## src/rtl/env_vca.sv

```systemverilog
// Envelope-controlled amplifier: slew-limits the sequencer's stepwise level
// into a linear ramp, then scales each audio sample by it in a 3-stage pipeline.
module env_vca #(
  parameter int unsigned BITS      = 16,
  parameter int unsigned SLEW_STEP = 1024
) (
  input  logic                   clk,
  input  logic                   rst,
  input  logic                   ena,
  input  logic                   sample_strobe,
  input  logic [BITS-1:0]        envIn,
  input  logic signed [BITS-1:0] audioIn,
  output logic signed [BITS-1:0] audioOut,
  output logic                   outValid,
  output logic [BITS-1:0]        envSmoothed
);

  localparam logic [BITS:0]   UNITY  = {2'b01, {(BITS-1){1'b0}}};
  localparam logic [BITS:0]   STEP_W = (BITS+1)'(SLEW_STEP);
  localparam logic [BITS-1:0] STEP_N = BITS'(SLEW_STEP);

  logic [BITS-1:0]          env_q, env_d;
  logic signed [BITS-1:0]   a1_q;
  logic [BITS-1:0]          e1_q;
  logic                     v1_q;
  logic signed [2*BITS:0]   p_q;
  logic                     v2_q;
  logic signed [BITS-1:0]   audio_q;
  logic                     valid_q;

  logic [BITS:0] tgt, cur, up, tgt_plus;

  // Slew step, evaluated one bit wider so neither sum can wrap.
  // NOTE: env_d gets a default before any branch so no latch is inferred.
  always_comb begin
    tgt      = ({1'b0, envIn} > UNITY) ? UNITY : {1'b0, envIn};
    cur      = {1'b0, env_q};
    up       = cur + STEP_W;
    tgt_plus = tgt + STEP_W;
    env_d    = env_q;
    if (tgt > cur) begin
      env_d = (up < tgt) ? up[BITS-1:0] : tgt[BITS-1:0];
    end else if (tgt < cur) begin
      env_d = (cur > tgt_plus) ? (env_q - STEP_N) : tgt[BITS-1:0];
    end
  end

  // NOTE: state uses non-blocking assignments so all stages advance together.
  always_ff @(posedge clk or negedge rst) begin
    if (!rst) begin
      env_q   <= '0;
      a1_q    <= '0;
      e1_q    <= '0;
      v1_q    <= 1'b0;
      p_q     <= '0;
      v2_q    <= 1'b0;
      audio_q <= '0;
      valid_q <= 1'b0;
    end else if (ena) begin
      if (sample_strobe) begin
        env_q <= env_d;
        a1_q  <= audioIn;
        e1_q  <= env_d;
      end
      v1_q <= sample_strobe;
      if (v1_q) p_q <= a1_q * $signed({1'b0, e1_q});
      v2_q <= v1_q;
      // Floor-shift by BITS-1 and truncate; gain <= unity keeps it in range.
      if (v2_q) audio_q <= p_q[2*BITS-2:BITS-1];
      valid_q <= v2_q;
    end
  end

  // Top guard bits and the fractional bits fall away in the final scaling.
  logic unused_p_bits;
  assign unused_p_bits = ^{p_q[2*BITS:2*BITS-1], p_q[BITS-2:0]};

  assign audioOut    = audio_q;
  assign outValid    = valid_q;
  assign envSmoothed = env_q;

endmodule

```

## config.mk

```make
export PLATFORM = sky130hd
export DESIGN_NAME = env_vca
export DESIGN_NICKNAME = d
export VERILOG_FILES = /design/src/rtl/env_vca.sv
export SDC_FILE = /design/constraint.sdc
export NUM_CORES = 1
export LEC_CHECK = 0
export CAP_MARGIN = 20
export CORE_ASPECT_RATIO = 1.2
export CORE_MARGIN = 1.5
export CORE_UTILIZATION = 60
export DETAILED_ROUTE_END_ITERATION = 10
export PLACE_DENSITY = 0.8
export SYNTH_ARGS = -nofsm -noshare
export SYNTH_HDL_FRONTEND = slang
export SYNTH_SLANG_ARGS = --single-unit
export TNS_END_PERCENT = 20
```

## constraint.sdc

```tcl
create_clock -name clk -period 7.5 [get_ports clk]
set_clock_uncertainty 0.2 [all_clocks]
set_input_delay 1.5 -clock clk [delete_from_list [all_inputs] [get_ports clk]]
set_output_delay 1.5 -clock clk [all_outputs]
set_load 0.02 [all_outputs]
```

==> metrics.txt, run 1 <==
DRC viols=0; largest net degree at the start of global routing=68; final WL=29000 um; Ports=69; yosys warns=0; CTS Sinks=67; Port Buffer Count=between 60 and 70; nets@finish=roughly 1700; Post-CTS Setup Inserts=0; CORE AREA=19600 um2; Root Buffer=clkbuf_16; Final Max Slew Viols=0; die area=about 21000 um2; global route total overflow=0; Ant. Diodes=0; hold path start=p_q[26]$_DFFE_PN0P_; Max Freq=147 MHz; ys async rst share=1.00; Post-Syn Instances=about 1300; reg-to-reg critical path endpoint=p_q[28]$_DFFE_PN0P_; Core Util, Final=0.674; run status=finished clean; Top FF cell, synth=dfrtp_1; sequential-to-total area share from yosys stat=0.139; count of cell types in the netlist=59; row cnt=56; Starting Density=0.614; Crit path required time=about 7.5 ns; setup TNS=0 ns; worst reg-to-reg path cell count=20; initial antenna violation count=0; clk slew on worst S/H paths=approximately 0.060 ns; vias in the first global route=around 9800; critical path data arrival time=6.83 ns; post-cts repair resize count=0; Clk Latency, worst-skew pair=between 0.3 and 0.4 ns; worst hold stages=2; Max Cap Violations=0; share of cells above drive strength 1=0.0551; Seq cells post-synth=67; remaining antenna violation count=0; vias per inst=approximately 5.8; Worst-Margin Slew=0.972 ns; CTS buffer count=9; drt first pass iters=5; CTS Hold Bufs=0; CTS tree=done; gr usage total=0.289; Critical Path Sink Type=register; WHS Endpoint=p_q[26]$_DFFE_PN0P_; Mapped Nets=about 1700; H-tree levels=3; syn_area_per_cell=a little over 9 um2; final setup vio count=0; reg2reg setup slack=~0.7 ns; startpoint types=register; dpl hpwl=22800 um; Vias=between 9000 and 10000; number of synthesized flops with an enable pin=0; Die Ht=roughly 160 um; worst r2r src=e1_q[4]$_DFFE_PN0P_; Iter 0 DRT Violations=713; Period minus WS final=around 6.8 ns; Hold Vio Cnt, Final=0; Clock Tree Buf Depth=2; gpl congestion=0.933; Max transition margin=0.352; first-pass GRT wire length=approximately 47000 um; RSZ-0062 raised after global routing=no; die width=approximately 130 um; post-DR wirelength/cell=between 15 and 20 um; period utilisation layout=0.908; Mapped Area=~12000 um2; Crit Path Class=reg -> reg; CP Max Fanout=20; hold crit path type=reg -> reg; area added between synthesis and finish=9.75%
metrics by stage:
stage | hold slack, ns | cell area [um2] | cells | setup slack [ns]
floorplan | 0.246 | 12000 | 1320 | 1.22
global placement | 0.262 | 12900 | 1608 | 1.02
detailed placement | 0.266 | 12900 | 1608 | 0.752
CTS | 0.280 | 13200 | 1623 | 0.746
global route | 0.310 | 13200 | 1623 | 0.361
finish | 0.282 | 13200 | 1623 | 0.690
critical path, cell delays in order (launching register included):
cell       delay, ns
dfrtp_1         0.67
and2_1          0.30
fa_1            0.54
inv_1           0.06
fa_1            0.49
fa_1            0.44
fa_1            0.55
inv_1           0.05
fa_1            0.47
inv_1           0.06
fa_1            0.54
inv_1           0.05
ha_1            0.32
a21oi_1         0.17
nand2_1         0.14
a2111oi_2       0.55
o21ai_0         0.24
and2_1          0.24
nand4_1         0.19
nand2_1         0.09
o311ai_0        0.33
placed cells by master (no fill, tap or decap), types with 2 or more instances in the layout:
cell type and n:
nor3_1 4, a211oi_1 4, a31oi_1 6, nand4_1 5, o21ai_0 43, clkbuf_16 9, mux2_2 33, xnor2_1 20
and3_1 10, a211o_1 3, fa_1 193, a311o_1 2, nor4_1 7, ha_1 149, nand2_1 198, and2_1 114
nor2b_1 5, and4_1 3, inv_1 267, nand3_1 14, nor2_1 27, a21o_1 15, a211oi_2 3, a21oi_1 26
a311oi_1 3, o21a_1 2, or3_1 3, or2_2 2, a41o_1 2, clkdlybuf4s50_1 67, xor2_1 8, a2111oi_0 3
buf_4 11, dfrtp_1 67, o21bai_1 3, clkinv_2 3
state kept, by name, summed over array words and instances, names as in the netlist:
signal    flops
audioOut     16
e1_q         16
p_q          16
outValid      1
a1_q         16
v2_q          1
v1_q          1
cell families after synthesis:
| kind of cell | synth area share |
|---|---|
| buffers and inverters | 0.100 |
| and+or+nand+nor | 0.162 |
| AOI/OAI and AO/OA | 0.0700 |
| adders and majority gates | 0.476 |
| xor gates and xnor gates | 0.0204 |
| muxes | 0.0317 |
| DFF | 0.139 |
per-layer routing:
metal / track usage / vias up / part of all wire
met5: 0 / - / 0
met4: 0.162 / 0 / 0.057
met3: 0.0301 / 124 / 0.056
met2: 0.529 / 358 / 0.52
met1: 0.333 / 4698 / 0.36
li1: - / 4174 / -
cell type report:
class,count,area (um2)
repair buffers,79,758
clock inverters,5,53.8
well taps,261,327
fillers,1588,6400
inverters,268,1010
flip-flops and latches,67,1680
clock buffers,10,239
multi-input cells,933,9150
cell usage after synthesis (all sizes together) (2+ instances only):
cell type | n | area, um2
a211o | 3 | 26.3
nor3 | 4 | 20.0
o21ai | 44 | 220
nand4 | 6 | 43.8
or2 | 3 | 21.3
dfrtp | 67 | 1680
xor2 | 8 | 70.1
buf | 2 | 16.3
o21bai | 3 | 22.5
a41o | 2 | 20.0
nor2 | 27 | 101
a31oi | 6 | 37.5
and4 | 4 | 36.3
o311ai | 2 | 17.5
a2111oi | 4 | 41.3
a311oi | 3 | 26.3
a21oi | 26 | 130
ha | 149 | 1860
xnor2 | 20 | 175
nand2 | 198 | 743
nor2b | 5 | 31.3
o21a | 2 | 15.0
nor4 | 7 | 43.8
and3 | 10 | 62.6
o31ai | 2 | 20.0
inv | 267 | 1000
or3 | 4 | 30.0
and2 | 115 | 722
a211oi | 7 | 67.6
clkbuf | 50 | 188
mux2 | 33 | 372
a21o | 15 | 113
fa | 193 | 3860
a311o | 2 | 20.0
nand2b | 2 | 15.0
nand3 | 14 | 70.1
worst max path at each step:
stage | from | end | slack [ns] | cells past startpoint
final | e1_q[4]$_DFFE_PN0P_ | p_q[28]$_DFFE_PN0P_ | 0.69 | 20
after detailed placement | e1_q[4]$_DFFE_PN0P_ | p_q[30]$_DFFE_PN0P_ | 0.75 | 20
after CTS | e1_q[4]$_DFFE_PN0P_ | p_q[30]$_DFFE_PN0P_ | 0.75 | 20
after global routing | e1_q[8]$_DFFE_PN0P_ | p_q[25]$_DFFE_PN0P_ | 0.36 | 19
after global placement | e1_q[8]$_DFFE_PN0P_ | p_q[25]$_DFFE_PN0P_ | 1.02 | 19
after floorplan | e1_q[12]$_DFFE_PN0P_ | p_q[30]$_DFFE_PN0P_ | 1.22 | 21
Power of run 1 is not shown: default switching activity piles up to over one toggle a cycle in this logic, so the estimate is an artifact.
==> inputs of run 2 (changes only) <==
--- a/config.mk
+++ b/config.mk
@@ -6,7 +6,6 @@
 export NUM_CORES = 1
 export LEC_CHECK = 0
 export CAP_MARGIN = 20
-export CORE_ASPECT_RATIO = 1.2
 export CORE_MARGIN = 1.5
 export CORE_UTILIZATION = 60
 export DETAILED_ROUTE_END_ITERATION = 10
==> run 2 against run 1 <==
  * Global-route usage down 0.25 points
  * Critical path depth fell by 2
  * Worst hold slack better by 0.0041 ns
  * Via count decreased by 1.3%
  * Critical path type unchanged
==> metrics.txt, run 2 (synthesis gave the netlist of run 1 again) <==
share of cells above drive strength 1=0.0578; CTS Sinks=67; CTS tree=done; Ant. Diodes=0; Final Max Slew Viols=0; Iter 0 DRT Violations=570; drt first pass iters=6; Worst-Margin Slew=1.03 ns; run status=finished clean; die area=20900 um2; global route total overflow=0; period utilisation layout=0.900; setup TNS=0 ns; WHS=~0.29 ns; initial antenna violation count=0; CTS Hold Bufs=0; largest net degree at the start of global routing=68; post-DR wirelength/cell=17.2 um; area added between synthesis and finish=10.0%; hold crit path type=reg -> reg; CP most frequent cell=fa_1; Port Buffer Count=68; DRC viols=0; post-cts repair resize count=0; gpl congestion=around 0.94; Starting Density=0.615; Max Cap Violations=0; Vias=around 9000; Max transition margin=0.315; Die Ht=145 um; Critical Path Sink Type=register; startpoint types=register; Cell Chain, Critical Path=nand2_1 -> fa_1 -> fa_1 -> fa_1 -> inv_1 -> fa_1 -> fa_1 -> inv_1 -> fa_1 -> inv_1 -> ha_1 -> and3_1 -> nand3_1 -> a211o_1 -> a31oi_1 -> a311oi_1 -> xor2_1 -> o21ai_0; CTS buffer count=9; CORE AREA=roughly 20000 um2; Clock Tree Buf Depth=2; Crit Path Class=reg -> reg; first-pass GRT wire length=approximately 46000 um; Hold Vio Cnt, Final=0; Root Buffer=clkbuf_16; final setup vio count=0; H-tree levels=3; crit-path leading delay family=adder cells; clk slew on worst S/H paths=approximately 0.06 ns; worst path bufs/invs=3; Max Freq=approximately 150 MHz; remaining antenna violation count=0; final WL=between 20000 and 30000 um; Period minus WS final=6.75 ns; dpl hpwl=about 22000 um; CP peak stage delay=between 1 and 1.5 ns; Clk Latency, worst-skew pair=0.34 ns; Post-CTS Setup Inserts=0; nets@finish=1740; Ports=between 60 and 70; commonest non-fill, non-tap cell in the layout=inv_1; row cnt=51; gr usage total=0.287; vias per inst=between 5 and 6; commonest cells after routing, fill and taps aside=inv_1, nand2_1, fa_1; die width=about 140 um; Crit path required time=around 7.5 ns; CP Max Fanout=27; RSZ-0062 raised after global routing=no; vias in the first global route=between 9000 and 10000; CP max stage cell=dfrtp_1; critical path data arrival time=6.78 ns
run 2: cell types whose count changed in the layout (fill, tap and decap cells not counted):
cell and delta:
buf_4 +4
run 2: layout make-up:
| class | instances | area [um2] |
|---|---|---|
| multi-input combinational | 933 | 9150 |
| fill | 1533 | 6340 |
| sequential | 67 | 1680 |
| inverter | 268 | 1010 |
| timing repair buffer | 83 | 788 |
| tap | 265 | 332 |
| clock buffer | 10 | 239 |
| clock inverter | 5 | 53.8 |
run 2: path summary, 6_finish.rpt:
check                                      from                       end  slack, ns  cells past startpoint
setup / recovery           e1_q[12]$_DFFE_PN0P_       p_q[26]$_DFFE_PN0P_       0.75                     18
hold / removal              p_q[17]$_DFFE_PN0P_       p_q[17]$_DFFE_PN0P_       0.29                      2
setup reg to reg           e1_q[12]$_DFFE_PN0P_       p_q[26]$_DFFE_PN0P_       0.75                     18
hold reg to reg             p_q[17]$_DFFE_PN0P_       p_q[17]$_DFFE_PN0P_       0.29                      2
max in group asynchronous                   rst       a1_q[2]$_DFFE_PN0P_       5.37                      2
min in group asynchronous                   rst  audioOut[14]$_DFFE_PN0P_       1.16                      2
run 2: worst register-to-register path, cell delays in order, from the launching register on:
cell,delay (ns)
dfrtp_1,1.02
nand2_1,0.20
fa_1,0.60
fa_1,0.44
fa_1,0.52
inv_1,0.05
fa_1,0.48
fa_1,0.55
inv_1,0.06
fa_1,0.53
inv_1,0.04
ha_1,0.29
and3_1,0.21
nand3_1,0.10
a211o_1,0.31
a31oi_1,0.48
a311oi_1,0.21
xor2_1,0.17
o21ai_0,0.20
run 2: per-stage QoR:
step | setup slack, ns | instances | instance area [um2] | utilization
6_report | 0.751 | 1631 | 13200 | 0.676
5_1_grt | 0.418 | 1631 | 13200 | 0.676
4_1_cts | 0.892 | 1631 | 13200 | 0.676
3_5_place_dp | 0.916 | 1616 | 13000 | 0.661
3_3_place_gp | 1.03 | 1616 | 13000 | 0.661
2_1_floorplan | 1.22 | 1320 | 12000 | -
run 2: metal layers:
metal / vias to the layer above / share of wire / global-route usage
li1: 4190 / - / -
met1: 4581 / 0.38 / 0.358
met2: 367 / 0.50 / 0.489
met3: 95 / 0.063 / 0.0349
met4: 0 / 0.052 / 0.153
met5: - / 0 / 0
Power of run 2 is left out for the same reason.
==> inputs of run 3 (changes only) <==
--- a/config.mk
+++ b/config.mk
@@ -9,7 +9,7 @@
 export CORE_MARGIN = 1.5
 export CORE_UTILIZATION = 60
 export DETAILED_ROUTE_END_ITERATION = 10
-export PLACE_DENSITY = 0.8
+export PLACE_DENSITY = 0.79
 export SYNTH_ARGS = -nofsm -noshare
 export SYNTH_HDL_FRONTEND = slang
 export SYNTH_SLANG_ARGS = --single-unit
==> run 3 against run 2 <==
  * Die area stayed put
  * Core utilization is 0.33 points higher
  * Worst setup slack better by 0.12 ns
  * Routed wire length is 0.96% lower
  * Cell count stayed put
  * Global-route usage is 0.18 points lower
  * Sequential share of layout area is 0.062 points lower
  * Critical path depth is 2 higher
  * Worst hold slack worse by 0.0038 ns
  * Non-clock buffer count is 1 lower
  * Largest cell class unchanged
==> metrics.txt, run 3 (synthesis gave the netlist of run 1 again) <==
Period minus WS final=6.63 ns; Hold Vio Cnt, Final=0; Die Ht=between 100 and 150 um; vias in the first global route=approximately 9300; critical path data arrival time=approximately 6.7 ns; Crit Path Class=reg -> reg; clk slew on worst S/H paths=approximately 0.06 ns; Iter 0 DRT Violations=roughly 520; nets@finish=about 1700; FF/Latch Area=between 1500 and 2000 um2; Max transition margin=0.388; Clock Tree Buf Depth=2; initial antenna violation count=0; drt first pass iters=5; die width=145 um; post-DR wirelength/cell=about 17 um; startpoint types=register; CORE AREA=just under 20000 um2; worst hold stages=2; Max Freq=151 MHz; commonest cells after routing, fill and taps aside=inv_1, nand2_1, fa_1; Final Max Slew Viols=0; run status=finished clean; final non-filler cell total=1631; Root Buffer=clkbuf_16; vias per inst=5.59; CTS Sinks=67; Ports=around 70; CTS Hold Bufs=0; H-tree levels=3; RSZ-0062 raised after global routing=no; remaining antenna violation count=0; Clk Latency, worst-skew pair=between 0.3 and 0.4 ns; Worst-Margin Slew=0.894 ns; final setup vio count=0; worst reg-to-reg path cell count=20; FILL cells=1524; die area=about 21000 um2; commonest non-fill, non-tap cell in the layout=inv_1; hold crit path type=reg -> reg; gpl congestion=a little over 0.9; Vias=about 9000; Starting Density=0.615; final WL=~28000 um; Port Buffer Count=68; Crit path required time=around 7.6 ns; dpl hpwl=between 20000 and 25000 um; area added between synthesis and finish=10.6%; first-pass GRT wire length=45600 um; CP Max Fanout=17; Post-CTS Setup Inserts=0; area of the multi-input gates=slightly above 9000 um2; CTS buffer count=9; period utilisation layout=0.884; setup TNS=0 ns; post-cts repair resize count=0; largest net degree at the start of global routing=68; CTS tree=done; placed cell count=1615; Critical Path Sink Type=register; Ant. Diodes=0; row cnt=51; share of cells above drive strength 1=0.0571; gr usage total=0.285; DRC viols=0; Max Cap Violations=0; global route total overflow=0
-- run 3: cell types whose count changed in the layout (fill, tap and decap cells not counted) --
cell	delta
clkbuf_8	-1
clkinv_4	-1
clkinvlp_4	+1
clkbuf_1	+1
clkinv_2	-3
inv_6	+1
buf_4	-1
bufinv_16	+3
-- run 3: stage by stage --
step / cell area [um2] / hold slack [ns] / util / setup WS (ns)
6_report: 13300 / 0.282 / 0.680 / 0.871
5_1_grt: 13300 / 0.315 / 0.680 / 0.497
4_1_cts: 13300 / 0.288 / 0.680 / 0.908
3_5_place_dp: 12900 / 0.275 / 0.661 / 1.02
3_3_place_gp: 12900 / 0.264 / 0.661 / 1.04
2_1_floorplan: 12000 / 0.246 / - / 1.22
-- run 3: worst paths after layout --
kind / startpoint / end / slack (ns)
hold / removal: p_q[15]$_DFFE_PN0P_ / p_q[15]$_DFFE_PN0P_ / 0.28
setup reg to reg: a1_q[6]$_DFFE_PN0P_ / p_q[25]$_DFFE_PN0P_ / 0.87
min in group asynchronous: rst / audioOut[14]$_DFFE_PN0P_ / 1.15
hold reg to reg: p_q[15]$_DFFE_PN0P_ / p_q[15]$_DFFE_PN0P_ / 0.28
setup / recovery: a1_q[6]$_DFFE_PN0P_ / p_q[25]$_DFFE_PN0P_ / 0.87
max in group asynchronous: rst / e1_q[4]$_DFFE_PN0P_ / 5.38
-- run 3: critical path, cell delays in order, from the launching register on --
cell,delay [ns]
dfrtp_1,0.55
and2_1,0.25
fa_1,0.53
inv_1,0.05
fa_1,0.56
fa_1,0.44
fa_1,0.49
inv_1,0.05
fa_1,0.52
inv_1,0.05
fa_1,0.53
inv_1,0.04
ha_1,0.31
a21oi_1,0.13
nand2_1,0.13
a2111oi_2,0.47
o21ai_0,0.28
a31oi_1,0.48
o21ai_0,0.18
xnor2_1,0.14
o21ai_0,0.16
-- run 3: cell type report --
cell class	count	area share
tap	265	0.0249
clock buffer	10	0.0172
multi-input combinational	933	0.688
inverter	268	0.0756
sequential	67	0.126
clock inverter	6	0.0102
timing repair buffer	82	0.0586
-- run 3: metal layers --
metal  vias up  wire length [um]  GRT usage
li1       4179                 -          -
met1      4577             11100      0.362
met2       280             13800      0.479
met3        81              1480     0.0346
met4         0              1450      0.150
met5         -                 0          0
Power of run 3 is left out for the same reason.
